<file path="src/rtl/uart_reg_responder_if.sv">
// uart_reg_responder_if: byte handshakes between the uart_rx/uart_tx side
// and the responder. master = host/uart side, slave = responder.
interface uart_reg_responder_if;
   logic [7:0] rx_data;
   logic       rx_data_valid;
   logic       rx_data_ready;
   logic [7:0] tx_data;
   logic       tx_data_valid;
   logic       tx_data_ready;

   modport master (
      output rx_data, rx_data_valid, tx_data_ready,
      input  rx_data_ready, tx_data, tx_data_valid
   );

   modport slave (
      input  rx_data, rx_data_valid, tx_data_ready,
      output rx_data_ready, tx_data, tx_data_valid
   );
endinterface

</file>
<file path="src/rtl/uart_reg_responder.sv">
// uart_reg_responder: serial register-access responder (W addr data / R addr).
// Ports: clk, rst_n (sync, active-low), bus (uart_reg_responder_if.slave),
// regs_flat (reg i at [8i+7:8i]). Optional: UART_REG_RESP_TIMEOUT_EN.
module uart_reg_responder #(
   parameter int ADDR_W         = 4,
   parameter int TIMEOUT_CYCLES = 100000
) (
   input  logic                       clk,
   input  logic                       rst_n,
   uart_reg_responder_if.slave        bus,
   output logic [8*(2**ADDR_W)-1:0]   regs_flat
);
   localparam int NREG = 2**ADDR_W;

   typedef enum logic [1:0] {IDLE, ADDR, DATA, RESP} state_t;

   state_t     state, state_d;
   logic       is_wr, is_wr_d;
   logic [7:0] addr_q, addr_d;
   logic [7:0] regs [NREG];

   logic       rx_ready, rx_ready_d;
   logic       tx_valid, tx_valid_d;
   logic [7:0] tx_data, tx_data_d;
   logic       wr_en;
   logic       rx_fire, tx_fire, tmo;

   assign rx_fire = bus.rx_data_valid & rx_ready;
   assign tx_fire = tx_valid & bus.tx_data_ready;

   assign bus.rx_data_ready = rx_ready;
   assign bus.tx_data_valid = tx_valid;
   assign bus.tx_data       = tx_data;

   function automatic logic in_range(input logic [7:0] a);
      return (a >> ADDR_W) == 8'd0;
   endfunction

`ifdef UART_REG_RESP_TIMEOUT_EN
   localparam int TW = $clog2(TIMEOUT_CYCLES + 1);
   logic [TW-1:0] tmo_cnt;
   logic          waiting;

   assign waiting = (state == ADDR) || (state == DATA);
   // Fires on the edge where the count would reach TIMEOUT_CYCLES;
   // an accepted byte in the same cycle wins.
   assign tmo = waiting && !rx_fire &&
                (tmo_cnt == TW'(TIMEOUT_CYCLES - 1));

   always_ff @(posedge clk) begin
      if (!rst_n)
         tmo_cnt <= '0;
      else if (!waiting || rx_fire || tmo)
         tmo_cnt <= '0;
      else
         tmo_cnt <= tmo_cnt + 1'b1;
   end
`else
   assign tmo = 1'b0;
`endif

   always_ff @(posedge clk) begin
      if (!rst_n) begin
         state    <= IDLE;
         is_wr    <= 1'b0;
         addr_q   <= 8'h00;
         rx_ready <= 1'b0;
         tx_valid <= 1'b0;
         tx_data  <= 8'h00;
      end else begin
         state    <= state_d;
         is_wr    <= is_wr_d;
         addr_q   <= addr_d;
         rx_ready <= rx_ready_d;
         tx_valid <= tx_valid_d;
         tx_data  <= tx_data_d;
      end
   end

   always_comb begin
      state_d = state;
      is_wr_d = is_wr;
      addr_d  = addr_q;
      unique case (state)
         IDLE:
            if (rx_fire) begin
               if (bus.rx_data == 8'h57 || bus.rx_data == 8'h52) begin
                  state_d = ADDR;
                  is_wr_d = (bus.rx_data == 8'h57);
               end else begin
                  state_d = RESP;
               end
            end
         ADDR:
            if (rx_fire) begin
               addr_d  = bus.rx_data;
               state_d = is_wr ? DATA : RESP;
            end else if (tmo) begin
               state_d = IDLE;
            end
         DATA:
            if (rx_fire)
               state_d = RESP;
            else if (tmo)
               state_d = IDLE;
         RESP:
            if (tx_fire)
               state_d = IDLE;
         default:
            state_d = IDLE;
      endcase
   end

   // Registered outputs: next values follow the next state.
   always_comb begin
      rx_ready_d = (state_d != RESP);
      tx_valid_d = (state_d == RESP);
      tx_data_d  = tx_data;
      wr_en      = 1'b0;
      unique case (state)
         IDLE:
            if (rx_fire && state_d == RESP)
               tx_data_d = 8'h45;
         ADDR:
            if (rx_fire && !is_wr)
               tx_data_d = in_range(bus.rx_data) ?
                           regs[bus.rx_data[ADDR_W-1:0]] : 8'h45;
         DATA:
            if (rx_fire) begin
               wr_en     = in_range(addr_q);
               tx_data_d = in_range(addr_q) ? 8'h4B : 8'h45;
            end
         default: ;
      endcase
   end

   always_ff @(posedge clk) begin
      if (!rst_n) begin
         for (int i = 0; i < NREG; i++)
            regs[i] <= 8'h00;
      end else if (wr_en) begin
         regs[addr_q[ADDR_W-1:0]] <= bus.rx_data;
      end
   end

   for (genvar g = 0; g < NREG; g++) begin : g_flat
      assign regs_flat[8*g +: 8] = regs[g];
   end
endmodule

</file>
<file path="src/flat_wrapper.sv">
// flat-port wrapper written by rule: the top's interface ports become plain ports
module uart_reg_responder_flat 
#(
   parameter int ADDR_W         = 4,
   parameter int TIMEOUT_CYCLES = 100000
)
  (clk, rst_n, regs_flat, bus_rx_data, bus_rx_data_valid, bus_tx_data_ready, bus_rx_data_ready, bus_tx_data, bus_tx_data_valid);
  uart_reg_responder_if bus_i ();
  input  logic clk;
  input  logic rst_n;
  output logic [8*(2**ADDR_W)-1:0] regs_flat;
  input wire logic [$bits(bus_i.rx_data)-1:0] bus_rx_data;
  input wire logic [$bits(bus_i.rx_data_valid)-1:0] bus_rx_data_valid;
  input wire logic [$bits(bus_i.tx_data_ready)-1:0] bus_tx_data_ready;
  output wire logic [$bits(bus_i.rx_data_ready)-1:0] bus_rx_data_ready;
  output wire logic [$bits(bus_i.tx_data)-1:0] bus_tx_data;
  output wire logic [$bits(bus_i.tx_data_valid)-1:0] bus_tx_data_valid;
  assign bus_i.rx_data = bus_rx_data;
  assign bus_i.rx_data_valid = bus_rx_data_valid;
  assign bus_i.tx_data_ready = bus_tx_data_ready;
  assign bus_rx_data_ready = bus_i.rx_data_ready;
  assign bus_tx_data = bus_i.tx_data;
  assign bus_tx_data_valid = bus_i.tx_data_valid;
  uart_reg_responder #(.ADDR_W(ADDR_W), .TIMEOUT_CYCLES(TIMEOUT_CYCLES)) u_core (.clk(clk), .rst_n(rst_n), .bus(bus_i), .regs_flat(regs_flat));
endmodule
</file>
<file path="config.mk">
export PLATFORM = sky130hd
export DESIGN_NAME = uart_reg_responder_flat
export DESIGN_NICKNAME = d
export VERILOG_FILES = /design/src/rtl/uart_reg_responder_if.sv /design/src/rtl/uart_reg_responder.sv /design/src/flat_wrapper.sv
export SDC_FILE = /design/constraint.sdc
export NUM_CORES = 1
export LEC_CHECK = 0
export CELL_PAD_IN_SITES_DETAIL_PLACEMENT = 1
export CELL_PAD_IN_SITES_GLOBAL_PLACEMENT = 1
export CORE_ASPECT_RATIO = 0.8
export CORE_MARGIN = 1
export CORE_UTILIZATION = 35
export CTS_CLUSTER_DIAMETER = 50
export DETAILED_ROUTE_END_ITERATION = 10
export PLACE_DENSITY_LB_ADDON = 0.1
export REMOVE_ABC_BUFFERS = 1
export SLEW_MARGIN = 25
export SYNTH_ARGS = -nofsm -noshare
export SYNTH_HDL_FRONTEND = slang
export SYNTH_SLANG_ARGS = --single-unit
</file>
<file path="constraint.sdc">
create_clock -name clk -period 6 [get_ports clk]
set_clock_uncertainty 0.05 [all_clocks]
set_input_delay 1.2 -clock clk [delete_from_list [all_inputs] [get_ports clk]]
set_output_delay 1.2 -clock clk [all_outputs]
set_load 0.01 [all_outputs]
</file>
==> results.cfg <==
[run_status]
run_status = complete, no violations

[synth]
ys_seq_area_share_pct = 60.0
syn_avg_cell_area_um2 = 13.1
ys_ff_latch = 149
synth.distinct_cells = 53
synthFlopType = edfxtp_1
netlist_area_um2 = 7100
syn_inst = 544
async_reset_ff_share_pct = 0
yosysWarnings = 0
synth-edff-count = 128

[power_and_ir_drop]
pwr-share-comb_pct = 17.7
clock_power_share_pct = 39.6
p_leak_uw = 0.00336
p_sw_share_pct = 27.5
p_sw_uw = 808
p_seq_share_pct = 42.7
ir_worst_vdd_uv = 148
finalPower_uw = 2940
p_int_uw = 2130
power.density_nw_per_um2 = 309

[timing]
rsz0062_at_grt = no
setup_tns_ns = 0
hold_viol_final = 0
slew_viol_final = 0
worstMarginPinSlew_ns = 0.835
period_minus_slack_ns = 3.74
setup_viol_count_final = 0
clock.fmax_mhz = 268
relSlewSlack_pct = 43.9
timing.final.crit_share_pct = 62.3

[worst_hold_path]
min_path_type = register to register

[global_route]
antenna_found_initial = 0
grt_pass1_vias = 5472
grtUsageTotal_pct = 24.0
gr-total-overflow = 0
grt_pass1_wl_um = 35700
grt_max_degree = 35

[floorplan]
core_area_um2 = 19900
dieArea_um2 = 20900
num_io_pins = 150
fp.dieH_um = 129
initial_core_util_pct = 35.8
dieWidth_um = 161
rows = 46

[layout]
syn_to_final_growth_pct = 33.8
fill_cells = 2058
drive_above_1_share_pct = 13.1
fin_area_um2 = 9510
final_common_cell = clkdlybuf4s50_1
mostFrequentLayoutCells = 147 x clkdlybuf4s50_1, 128 x edfxtp_1, 100 x and2_1
nets = 707

[clock_network]
postCtsHoldBufs = 0
cts.path.max_buffers = 2
cts.reportedPaths.clkPinSlew_ns = 0.06
cts_buffers = 17
h-tree-depth = 4
worstSkewPairLatency_ns = 0.44
clockRootBuffer = clkbuf_16
cts_resized = 0
cts.sinks = 149
post_cts_buffers = 0
tritoncts = done

[detailed_routing]
remaining_drc_errors = 0
vias = 5299
routedWlPerCell_um = 25.1
ant_nets = 0
wl_um = 24300
drt_first_iter_violations = 406
drt_first_pass_iters = 5
viasPerCell = 5.47

[critical_path]
required_ns = 6.03
endpoint_kind = register
cp.arrival_ns = 3.76
criticalPathCategory = input pin to register
crit_fanout = 24
critPathLaunchType = input pin

[place]
io_buffers = 149
placed_area_um2 = 8880
finalWeightedCongestion = 0.818
dpl.hpwl_um = 17300

[run]
maxCapViolations = 0
==> synth_stat cells (all sizes together) (3+ instances only) <==
| cell | number | area share, % |
|---|---|---|
| and2 | 101 | 8.9 |
| edfxtp | 128 | 54 |
| dfxtp | 21 | 5.9 |
| a311oi | 4 | 0.49 |
| a21o | 4 | 0.42 |
| clkbuf | 26 | 1.4 |
| a21oi | 18 | 1.3 |
| a2111oi | 4 | 0.49 |
| nor3 | 27 | 1.9 |
| inv | 6 | 0.32 |
| nor2 | 16 | 0.85 |
| and3 | 3 | 0.26 |
| mux4 | 25 | 7.9 |
| mux2i | 15 | 2.1 |
| nor4 | 16 | 1.9 |
| nand3 | 7 | 0.56 |
| buf | 17 | 1.5 |
| ha | 4 | 0.70 |
| a211oi | 4 | 0.42 |
| nand4 | 7 | 0.62 |
| a22oi | 3 | 0.32 |
| nand2b | 11 | 0.97 |
| o21ai | 14 | 0.99 |
| nand2 | 27 | 1.4 |
| nor2b | 10 | 0.88 |
==> cell type report <==
cell class / instances / area [µm²] / area share (%)
sequential: 149 / 4260 / 44.9
multi-input combinational: 344 / 2610 / 27.4
timing repair buffer: 171 / 1650 / 17.3
clock buffer: 18 / 429 / 4.51
tap: 264 / 330 / 3.47
clock inverter: 14 / 198 / 2.08
inverter: 8 / 30.0 / 0.316
antenna: 1 / 2.50 / 0.0263
==> metrics by stage <==
step / util (%) / setup slack [ns] / cells / hold slack (ns)
global route: 47.9 / 2.04 / 968 / 0.457
global placement: 44.7 / 1.94 / 936 / 0.415
floorplan: - / 3.03 / 501 / 0.397
finish: 47.9 / 2.26 / 969 / 0.447
detailed placement: 44.7 / 1.85 / 936 / 0.428
CTS: 47.9 / 2.26 / 968 / 0.438
==> state kept, by name, indices dropped and copies added, names as in the netlist <==
register and cells:
u_core.state 2, u_core.regs 128, u_core.is_wr 1, u_core.bus.tx_data_valid 1, u_core.bus.tx_data 8, u_core.addr_q 8
u_core.bus.rx_data_ready 1
==> worst paths after layout <==
check / start / to / cells past startpoint / slack [ns]
worst max-delay path: rst_n / u_core.regs[0][3]$_SDFFCE_PN0P_ / 7 / 2.26
worst min-delay path: u_core.is_wr$_SDFFE_PN0P_ / u_core.is_wr$_SDFFE_PN0P_ / 2 / 0.45
worst max register to register: u_core.state[0]$_SDFF_PN0_ / u_core.regs[0][3]$_SDFFCE_PN0P_ / 6 / 3.25
worst min register to register: u_core.is_wr$_SDFFE_PN0P_ / u_core.is_wr$_SDFFE_PN0P_ / 2 / 0.45
==> cells by family (layout without fill, tap and decap cells) <==
kind of cell | count (synthesis) | count (layout) | share of synthesized area [%]
other | 0 | 1 | 0
adders and majority gates | 4 | 4 | 0.705
buffers and inverters | 51 | 211 | 3.31
DFF | 149 | 149 | 60.0
and+or+nand+nor | 232 | 232 | 19.3
muxes | 42 | 42 | 10.4
AOI/OAI and AO/OA | 65 | 65 | 6.18
xor gates and xnor gates | 1 | 1 | 0.123
==> power groups by stage <==
stage               clock network (µW)  logic, µW  registers [µW]
global placement                     0        509            1280
floorplan                            0        233            1280
finish                            1160        519            1260
CTS                               1170        520            1260
global route                      1210        560            1260
detailed placement                   0        519            1280
==> layer usage <==
metal  vias to the layer above  part of all wire [%]  track usage [%]
li1                       2334                     -                -
met1                      2743                    47             34.1
met3                        14                   6.7             5.67
met5                         -                     0                0
met4                         0                  0.79             5.05
met2                       208                    46             37.4
==> worst max-delay path, cell delays in order <==
cell and delay, ns:
clkdlybuf4s50_1 0.46, buf_4 0.30, and3_1 0.31, nand4_1 0.12, buf_4 0.23, nor3_1 0.66, nand2b_1 0.48
(Power assumes the default switching activity.)
